[config.mk]
export PLATFORM = sky130hd
export DESIGN_NAME = axi4_stream_pkt_merge_flat
export DESIGN_NICKNAME = d
export VERILOG_FILES = /design/src/rtl/axi4_stream_pkt_merge_if.sv /design/src/rtl/axi4_stream_pkt_merge.sv /design/src/flat_wrapper.sv
export SDC_FILE = /design/constraint.sdc
export NUM_CORES = 1
export LEC_CHECK = 0
export CORE_ASPECT_RATIO = 1.75
export CORE_MARGIN = 5
export CORE_UTILIZATION = 30
export CTS_CLUSTER_SIZE = 12
export DETAILED_ROUTE_END_ITERATION = 10
export DONT_BUFFER_PORTS = 1
export HOLD_SLACK_MARGIN = 0.1
export PLACE_DENSITY = 0.55
export SYNTH_ARGS = -nofsm -noshare
export SYNTH_HDL_FRONTEND = slang
export SYNTH_SLANG_ARGS = --single-unit
[constraint.sdc]
create_clock -name clk_i -period 5.2 [get_ports clk_i]
set_input_delay 0.52 -clock clk_i [delete_from_list [all_inputs] [get_ports clk_i]]
set_output_delay 0.52 -clock clk_i [all_outputs]
set_load 0.02 [all_outputs]
[src/rtl/axi4_stream_pkt_merge_if.sv]
// axi4_stream_if: AXI4-Stream bundle with master/slave modports.
// Signals: tvalid, tready, tdata, tkeep, tstrb, tlast, tid, tdest, tuser.
interface axi4_stream_if #(
    parameter int DATA_WIDTH = 32,
    parameter int ID_WIDTH   = 1,
    parameter int DEST_WIDTH = 1,
    parameter int USER_WIDTH = 1
);
    logic                      tvalid;
    logic                      tready;
    logic [DATA_WIDTH-1:0]     tdata;
    logic [DATA_WIDTH/8-1:0]   tkeep;
    logic [DATA_WIDTH/8-1:0]   tstrb;
    logic                      tlast;
    logic [ID_WIDTH-1:0]       tid;
    logic [DEST_WIDTH-1:0]     tdest;
    logic [USER_WIDTH-1:0]     tuser;

    modport master (
        output tvalid, tdata, tkeep, tstrb, tlast, tid, tdest, tuser,
        input  tready
    );

    modport slave (
        input  tvalid, tdata, tkeep, tstrb, tlast, tid, tdest, tuser,
        output tready
    );
endinterface

[src/rtl/axi4_stream_pkt_merge.sv]
// axi4_stream_pkt_merge: rejoins split fragments into packed packets.
// Ports: clk_i, rst_i (async high), frag_size_i, pkt_i (slave),
//        pkt_o (master, one-beat register), oversize_o (pulse).
// Option: AXI4_STREAM_PKT_MERGE_TUSER_EOP_EN selects tuser[0] as the
//         final-fragment marker instead of the fragment size rule.
module axi4_stream_pkt_merge #(
    parameter int DATA_WIDTH     = 32,
    parameter int ID_WIDTH       = 1,
    parameter int DEST_WIDTH     = 1,
    parameter int USER_WIDTH     = 1,
    parameter int MAX_PKT_SIZE_B = 2048,
    parameter int PKT_SIZE_WIDTH = $clog2(MAX_PKT_SIZE_B)
) (
    input  logic                    clk_i,
    input  logic                    rst_i,
    input  logic [PKT_SIZE_WIDTH:0] frag_size_i,
    axi4_stream_if.slave            pkt_i,
    axi4_stream_if.master           pkt_o,
    output logic                    oversize_o
);
    localparam int DWB = DATA_WIDTH / 8;
    localparam int CW  = $clog2(DWB) + 1;
    localparam int FW  = PKT_SIZE_WIDTH + 1;
    localparam int PW  = PKT_SIZE_WIDTH + 2;

    typedef enum logic [1:0] {IDLE, MERGE, FINAL, FLUSH} state_t;

    state_t                  state;
    logic [DATA_WIDTH-1:0]   res_data;
    logic [DWB-1:0]          res_keep;
    logic [DWB-1:0]          res_strb;
    logic [CW-1:0]           res_cnt;
    logic [FW-1:0]           frag_cnt;
    logic [FW-1:0]           size_q;
    logic [PW-1:0]           pkt_cnt;
    logic [ID_WIDTH-1:0]     id_q;
    logic [DEST_WIDTH-1:0]   dest_q;
    logic [USER_WIDTH-1:0]   user_q;

    logic                    in_fire;
    logic                    out_fire;
    logic                    first;
    logic [DWB-1:0]          in_mask;
    logic [DATA_WIDTH-1:0]   in_data;
    logic [CW-1:0]           n;
    logic [CW+2:0]           shift_b;
    logic [2*DATA_WIDTH-1:0] wide_data;
    logic [2*DWB-1:0]        wide_keep;
    logic [2*DWB-1:0]        wide_strb;
    logic [CW-1:0]           total;
    logic                    full;
    logic [FW-1:0]           frag_bytes;
    logic [FW-1:0]           size_eff;
    logic [PW-1:0]           pkt_total;
    logic                    last_frag;
    logic                    over;
    logic                    end_pkt;
    logic [ID_WIDTH-1:0]     sb_id;
    logic [DEST_WIDTH-1:0]   sb_dest;
    logic [USER_WIDTH-1:0]   sb_user;
    logic [USER_WIDTH-1:0]   user_mid;
    logic [USER_WIDTH-1:0]   user_end;

    function automatic logic [DWB-1:0] low_mask(input logic [CW-1:0] k);
        logic [DWB-1:0] m;
        for (int i = 0; i < DWB; i++) m[i] = (i < int'(k));
        return m;
    endfunction

    assign out_fire     = pkt_o.tvalid && pkt_o.tready;
    assign pkt_i.tready = (!pkt_o.tvalid || pkt_o.tready) && (state != FLUSH);
    assign in_fire      = pkt_i.tvalid && pkt_i.tready;
    // FINAL means the previous packet is closed; its successor may start now
    assign first        = (state == IDLE) || (state == FINAL);

    always_comb begin
        in_mask = pkt_i.tkeep | pkt_i.tstrb;
        n       = '0;
        in_data = '0;
        for (int i = 0; i < DWB; i++) begin
            n = n + CW'(in_mask[i]);
            if (in_mask[i]) in_data[8*i +: 8] = pkt_i.tdata[8*i +: 8];
        end
    end

    // New bytes land directly above the residual; both halves stay zero-padded
    assign shift_b   = {res_cnt, 3'b000};
    assign wide_data = {{DATA_WIDTH{1'b0}}, res_data}
                     | ({{DATA_WIDTH{1'b0}}, in_data} << shift_b);
    assign wide_keep = {{DWB{1'b0}}, res_keep}
                     | ({{DWB{1'b0}}, pkt_i.tkeep} << res_cnt);
    assign wide_strb = {{DWB{1'b0}}, res_strb}
                     | ({{DWB{1'b0}}, pkt_i.tstrb} << res_cnt);
    assign total     = res_cnt + n;
    assign full      = total >= CW'(DWB);

    assign frag_bytes = frag_cnt + FW'(n);
    assign size_eff   = first ? frag_size_i : size_q;
    assign pkt_total  = pkt_cnt + PW'(n);

`ifdef AXI4_STREAM_PKT_MERGE_TUSER_EOP_EN
    assign last_frag = pkt_i.tuser[0];
`else
    assign last_frag = (frag_bytes != size_eff);
`endif

    assign over    = !last_frag && (pkt_total >= PW'(MAX_PKT_SIZE_B));
    assign end_pkt = pkt_i.tlast && (last_frag || over);

    assign sb_id   = first ? pkt_i.tid   : id_q;
    assign sb_dest = first ? pkt_i.tdest : dest_q;
    assign sb_user = first ? pkt_i.tuser : user_q;

    always_comb begin
        user_mid = sb_user;
        user_end = sb_user;
`ifdef AXI4_STREAM_PKT_MERGE_TUSER_EOP_EN
        user_mid[0] = 1'b0;
        user_end[0] = 1'b1;
`endif
    end

    always_ff @(posedge clk_i or posedge rst_i) begin
        if (rst_i) begin
            state        <= IDLE;
            res_data     <= '0;
            res_keep     <= '0;
            res_strb     <= '0;
            res_cnt      <= '0;
            frag_cnt     <= '0;
            size_q       <= '0;
            pkt_cnt      <= '0;
            id_q         <= '0;
            dest_q       <= '0;
            user_q       <= '0;
            oversize_o   <= 1'b0;
            pkt_o.tvalid <= 1'b0;
            pkt_o.tlast  <= 1'b0;
            pkt_o.tdata  <= '0;
            pkt_o.tkeep  <= '0;
            pkt_o.tstrb  <= '0;
            pkt_o.tid    <= '0;
            pkt_o.tdest  <= '0;
            pkt_o.tuser  <= '0;
        end else begin
            oversize_o <= 1'b0;
            if (out_fire) pkt_o.tvalid <= 1'b0;

            if (state == FLUSH && out_fire) begin
                pkt_o.tvalid <= 1'b1;
                pkt_o.tlast  <= 1'b1;
                pkt_o.tdata  <= res_data;
                pkt_o.tkeep  <= low_mask(res_cnt);
                pkt_o.tstrb  <= res_strb;
                pkt_o.tuser  <= user_end;
                res_data     <= '0;
                res_keep     <= '0;
                res_strb     <= '0;
                res_cnt      <= '0;
                state        <= FINAL;
            end else if (state == FINAL && out_fire) begin
                state <= IDLE;
            end

            if (in_fire) begin
                if (first) begin
                    size_q <= frag_size_i;
                    id_q   <= pkt_i.tid;
                    dest_q <= pkt_i.tdest;
                    user_q <= pkt_i.tuser;
                end
                frag_cnt    <= pkt_i.tlast ? '0 : frag_bytes;
                pkt_cnt     <= end_pkt ? '0 : pkt_total;
                pkt_o.tid   <= sb_id;
                pkt_o.tdest <= sb_dest;

                if (full) begin
                    pkt_o.tvalid <= 1'b1;
                    pkt_o.tdata  <= wide_data[DATA_WIDTH-1:0];
                    pkt_o.tkeep  <= wide_keep[DWB-1:0];
                    pkt_o.tstrb  <= wide_strb[DWB-1:0];
                end

                if (end_pkt) begin
                    oversize_o <= over;
                    if (total > CW'(DWB)) begin
                        // Tail spills past one beat: full beat now, rest next
                        pkt_o.tlast <= 1'b0;
                        pkt_o.tuser <= user_mid;
                        res_data    <= wide_data[2*DATA_WIDTH-1:DATA_WIDTH];
                        res_keep    <= wide_keep[2*DWB-1:DWB];
                        res_strb    <= wide_strb[2*DWB-1:DWB];
                        res_cnt     <= total - CW'(DWB);
                        state       <= FLUSH;
                    end else begin
                        pkt_o.tvalid <= 1'b1;
                        pkt_o.tlast  <= 1'b1;
                        pkt_o.tdata  <= wide_data[DATA_WIDTH-1:0];
                        pkt_o.tkeep  <= low_mask(total);
                        pkt_o.tstrb  <= wide_strb[DWB-1:0] & low_mask(total);
                        pkt_o.tuser  <= user_end;
                        res_data     <= '0;
                        res_keep     <= '0;
                        res_strb     <= '0;
                        res_cnt      <= '0;
                        state        <= FINAL;
                    end
                end else begin
                    pkt_o.tlast <= 1'b0;
                    pkt_o.tuser <= user_mid;
                    state       <= MERGE;
                    if (full) begin
                        res_data <= wide_data[2*DATA_WIDTH-1:DATA_WIDTH];
                        res_keep <= wide_keep[2*DWB-1:DWB];
                        res_strb <= wide_strb[2*DWB-1:DWB];
                        res_cnt  <= total - CW'(DWB);
                    end else begin
                        res_data <= wide_data[DATA_WIDTH-1:0];
                        res_keep <= wide_keep[DWB-1:0];
                        res_strb <= wide_strb[DWB-1:0];
                        res_cnt  <= total;
                    end
                end
            end
        end
    end
endmodule

[src/flat_wrapper.sv]
// flat-port wrapper written by rule: the top's interface ports become plain ports
module axi4_stream_pkt_merge_flat 
#(
    parameter int DATA_WIDTH     = 32,
    parameter int ID_WIDTH       = 1,
    parameter int DEST_WIDTH     = 1,
    parameter int USER_WIDTH     = 1,
    parameter int MAX_PKT_SIZE_B = 2048,
    parameter int PKT_SIZE_WIDTH = $clog2(MAX_PKT_SIZE_B)
)
  (clk_i, rst_i, frag_size_i, oversize_o, pkt_i_tvalid, pkt_i_tdata, pkt_i_tkeep, pkt_i_tstrb, pkt_i_tlast, pkt_i_tid, pkt_i_tdest, pkt_i_tuser, pkt_i_tready, pkt_o_tvalid, pkt_o_tdata, pkt_o_tkeep, pkt_o_tstrb, pkt_o_tlast, pkt_o_tid, pkt_o_tdest, pkt_o_tuser, pkt_o_tready);
  axi4_stream_if #(.DATA_WIDTH(DATA_WIDTH), .ID_WIDTH(ID_WIDTH), .DEST_WIDTH(DEST_WIDTH), .USER_WIDTH(USER_WIDTH)) pkt_i_i ();
  axi4_stream_if #(.DATA_WIDTH(DATA_WIDTH), .ID_WIDTH(ID_WIDTH), .DEST_WIDTH(DEST_WIDTH), .USER_WIDTH(USER_WIDTH)) pkt_o_i ();
  input  logic clk_i;
  input  logic rst_i;
  input  logic [PKT_SIZE_WIDTH:0] frag_size_i;
  output logic oversize_o;
  input wire logic [$bits(pkt_i_i.tvalid)-1:0] pkt_i_tvalid;
  input wire logic [$bits(pkt_i_i.tdata)-1:0] pkt_i_tdata;
  input wire logic [$bits(pkt_i_i.tkeep)-1:0] pkt_i_tkeep;
  input wire logic [$bits(pkt_i_i.tstrb)-1:0] pkt_i_tstrb;
  input wire logic [$bits(pkt_i_i.tlast)-1:0] pkt_i_tlast;
  input wire logic [$bits(pkt_i_i.tid)-1:0] pkt_i_tid;
  input wire logic [$bits(pkt_i_i.tdest)-1:0] pkt_i_tdest;
  input wire logic [$bits(pkt_i_i.tuser)-1:0] pkt_i_tuser;
  output wire logic [$bits(pkt_i_i.tready)-1:0] pkt_i_tready;
  output wire logic [$bits(pkt_o_i.tvalid)-1:0] pkt_o_tvalid;
  output wire logic [$bits(pkt_o_i.tdata)-1:0] pkt_o_tdata;
  output wire logic [$bits(pkt_o_i.tkeep)-1:0] pkt_o_tkeep;
  output wire logic [$bits(pkt_o_i.tstrb)-1:0] pkt_o_tstrb;
  output wire logic [$bits(pkt_o_i.tlast)-1:0] pkt_o_tlast;
  output wire logic [$bits(pkt_o_i.tid)-1:0] pkt_o_tid;
  output wire logic [$bits(pkt_o_i.tdest)-1:0] pkt_o_tdest;
  output wire logic [$bits(pkt_o_i.tuser)-1:0] pkt_o_tuser;
  input wire logic [$bits(pkt_o_i.tready)-1:0] pkt_o_tready;
  assign pkt_i_i.tvalid = pkt_i_tvalid;
  assign pkt_i_i.tdata = pkt_i_tdata;
  assign pkt_i_i.tkeep = pkt_i_tkeep;
  assign pkt_i_i.tstrb = pkt_i_tstrb;
  assign pkt_i_i.tlast = pkt_i_tlast;
  assign pkt_i_i.tid = pkt_i_tid;
  assign pkt_i_i.tdest = pkt_i_tdest;
  assign pkt_i_i.tuser = pkt_i_tuser;
  assign pkt_i_tready = pkt_i_i.tready;
  assign pkt_o_tvalid = pkt_o_i.tvalid;
  assign pkt_o_tdata = pkt_o_i.tdata;
  assign pkt_o_tkeep = pkt_o_i.tkeep;
  assign pkt_o_tstrb = pkt_o_i.tstrb;
  assign pkt_o_tlast = pkt_o_i.tlast;
  assign pkt_o_tid = pkt_o_i.tid;
  assign pkt_o_tdest = pkt_o_i.tdest;
  assign pkt_o_tuser = pkt_o_i.tuser;
  assign pkt_o_i.tready = pkt_o_tready;
  axi4_stream_pkt_merge #(.DATA_WIDTH(DATA_WIDTH), .ID_WIDTH(ID_WIDTH), .DEST_WIDTH(DEST_WIDTH), .USER_WIDTH(USER_WIDTH), .MAX_PKT_SIZE_B(MAX_PKT_SIZE_B), .PKT_SIZE_WIDTH(PKT_SIZE_WIDTH)) u_core (.clk_i(clk_i), .rst_i(rst_i), .frag_size_i(frag_size_i), .pkt_i(pkt_i_i), .pkt_o(pkt_o_i), .oversize_o(oversize_o));
endmodule
==> qor.txt <==
Outcome: completed
RR Startpoint: u_core.frag_cnt[0]
Logic pwr share: 41.2%
Clock Tree Root: clkbuf_16
Filler Cell Count: 2,674
Synth top area cells: dfrtp_1 (41%), mux2i_1 (3.8%), o22a_1 (3.5%)
CP endpoint kind: register
Top_reg_cell synth: dfrtp_1
Sw power: 0.00235 W
Max Slew Vio Count: 0
Critical path startpoint: pkt_i_tstrb[1]
Delay of the slowest critical-path stage: 630 ps
Synthesized area: 7950 um2
PwrDens: 611 nW/um2
DRC violations left: 0
DR iter-0 viols: 590
Global-route wire length before repair: 41,600 um
Leakage: 3.62 nW
Drt wl/cell: 22.8 um
Via count: 6,831
WP data arrival: 5120 ps
Initial antenna violation count: 1
Worst Path Max Fanout: 5
Most used cell along the critical path: inv_1
Register area share after synthesis: 40.6%
Setup crit start kind: input pin
Reg-to-Reg End: u_core.pkt_o.tkeep[1]
Post-synth EDFFs: 0
# IOs: 107
Share of layout cells above drive strength 1: 13.7%
RSZ-0062 raised after global routing: no
Setup crit end: u_core.pkt_o.tkeep[1]
Syn Area/Cell: 9.40 um2
Overflow after GRT: 0
DP Cell Count: 1,139
Post-Syn Nets: 918
Hold WC Path Type: in2async
Skew final: 11.0 ps
Max Cap Violations: 0
Peak Freq: 207 MHz
Final hold slack: 124 ps
Largest net degree at the start of global routing: 96
Final Non-Filler Cells: 1,172
Area delta synth->final: 13.4%
Reg2reg setup slack: 1250 ps
Worst reg2reg path depth: 11
Total global-route track usage: 18.1%
Slew @ Worst Pin: 1030 ps
Setup bufs post-CTS: 0
Die Ht: 225 um
Detailed placement HPWL: 20,300 um
Synth cell types: 68
Skew-Pair Late Insertion Delay: 440 ps
Core Box Area: 26,400 um2
Critical Path Slowest Stage Cell: o31ai_1
Slew headroom: 31.0%
Pwr Total: 0.00551 W
Critical path required time: 5480 ps
CTS Buf Count: 17
Cell accounting for the most synthesized area: dfrtp_1
Crit-path cells: or2_2 > ha_1 > inv_1 > fa_1 > inv_1 > ha_1 > inv_1 > fa_1 > or2_1 > a221o_1 > nor3_1 > a21oi_1 > nor4_2 > a311oi_1 > o31ai_1 > o211ai_1
Longest Clk Path Bufs: 2
Port bufs: 0
Sw Ratio: 42.7%
Row cnt: 79
Peak supply drop: 0.265 mV
Clock power frac: 23.2%
YS warnings: 0
Fin crit share: 92.9%
Final setup fails: 0
Sequential power share: 35.6%
CTS tree: yes
Final min period: 4830 ps
Syn Inst Count: 846
1st-pass router iterations: 5
Layout Nets: 906
Post-DR vias/cell: 5.83
Full die area: 30,000 um2
Total Wirelength: 26,700 um
Final Hold Viols: 0
Worst-path clk slew: 60 ps
Starting Density: 30.1%
Synthesized flop and latch total: 129
Worst Path Class, Setup: in2reg
Post-route ant nets: 0
Die width: 133 um
Cts repair resizes: 0
Post-synth top area share: 40.6%
Routability cong.: 0.924
Level count of the clock H-tree: 4
CTS Sinks: 129
Vias in the first global route: 7,050
# hold bufs at CTS: 0
Async set-reset flop share out of synthesis: 100%
Power Internal: 0.00316 W
critical path: cells and delay by family:
family                     cells  cell delay (ps)
AOI/OAI and AO/OA              5             1700
adders and majority gates      4             1370
and+or+nand+nor                4             1320
buffers and inverters          3              210
layout make-up:
cell class / count / area, um2 / area share, %
clock buffers: 19 / 433 / 4.80
multi-input cells: 611 / 4290 / 47.6
diodes: 1 / 2.50 / 0.0278
well taps: 324 / 405 / 4.50
flip-flops and latches: 129 / 3230 / 35.8
repair buffers: 36 / 320 / 3.55
inverters: 39 / 151 / 1.68
clock inverters: 13 / 186 / 2.07
cell usage in the layout (no fill, tap or decap), drive strengths merged, types with 19 or more instances in the layout:
master  count
nand3      49
inv        40
dfrtp     129
nor2       62
o221ai     20
mux2       19
o22a       32
nand2      64
clkbuf     19
buf        36
mux2i      30
o21ai      38
a21oi      44
a31oi      28
per-stage QoR:
step           setup TNS, ps  worst slack, ps  util [%]  cell area [um2]
2_1_floorplan              0              294         -             7950
3_3_place_gp           -12.8            -12.8      31.8             8390
3_5_place_dp           -58.4            -45.0      31.8             8390
4_1_cts                    0              409      34.2             9010
5_1_grt                    0              125      34.2             9020
6_report                   0              369      34.2             9020
cell families after synthesis:
kind of cell             share of synthesized area (%)
multiplexers                                      6.47
flip-flops                                        40.6
AO/OA/AOI/OAI                                     26.4
AND/OR/NAND/NOR                                   15.4
buffers and inverters                             5.73
XOR/XNOR                                          3.19
adder cells (fa/ha/maj)                           2.27
worst min path at each step:
| stage | startpoint | to | slack (ps) | depth (start not counted) |
|---|---|---|---|---|
| global placement | u_core.res_data[20] | u_core.pkt_o.tdata[20] | 470 | 1 |
| global route | pkt_o_tready | u_core.pkt_o.tvalid | 170 | 1 |
| finish | rst_i | u_core.dest_q | 120 | 1 |
| floorplan | u_core.frag_cnt[0] | u_core.frag_cnt[0] | 450 | 2 |
| CTS | pkt_o_tready | u_core.pkt_o.tvalid | 140 | 1 |
| detailed placement | u_core.res_data[24] | u_core.pkt_o.tdata[24] | 470 | 1 |
synthesized netlist by cell type, types with 7 or more instances:
cell type	n
xnor2_1	15
o21a_1	9
o31ai_1	16
and3_1	7
dfrtp_1	129
xor2_1	14
a31oi_1	26
mux2i_1	30
nor3_1	7
clkbuf_1	43
nand2b_1	16
a22oi_1	11
inv_1	39
o221ai_1	10
o22a_1	32
a21oi_1	44
o2bb2ai_1	10
mux2_2	19
nand3_1	49
nor2_1	62
nand2_1	63
o21ai_0	36
a221o_1	11
ha_1	8
nor3b_1	10
a32o_1	13
buf_2	10
o221ai_2	10
o22ai_1	14
power by group through the flow:
stage | registers (W) | logic [W] | clock network (W)
after floorplan | 0.00182 | 0.00176 | 0
after global placement | 0.00198 | 0.00225 | 0
after detailed placement | 0.00199 | 0.00227 | 0
after CTS | 0.00197 | 0.00228 | 0.00131
after global routing | 0.00201 | 0.00249 | 0.00135
final | 0.00196 | 0.00227 | 0.00128
registers in the layout (all words and copies together) (netlist names):
register             cells
u_core.pkt_o.tdata      32
u_core.res_data         32
u_core.pkt_cnt          13
u_core.frag_cnt         12
u_core.size_q           12
u_core.pkt_o.tkeep       4
u_core.pkt_o.tstrb       4
u_core.res_keep          4
u_core.res_strb          4
u_core.res_cnt           3
u_core.state             2
u_core.dest_q            1
u_core.id_q              1
u_core.oversize_o        1
u_core.pkt_o.tlast       1
u_core.pkt_o.tuser       1
u_core.pkt_o.tvalid      1
u_core.user_q            1
layer usage:
metal | track usage [%] | share of wire, % | up-vias
met1 | 17.7 | 34 | 3398
met2 | 32.7 | 53 | 223
met3 | 4.38 | 5.6 | 91
li1 | - | - | 3119
met5 | 0 | 0 | -
met4 | 13.3 | 7.3 | 0
Power figures use the tool's default switching activity.
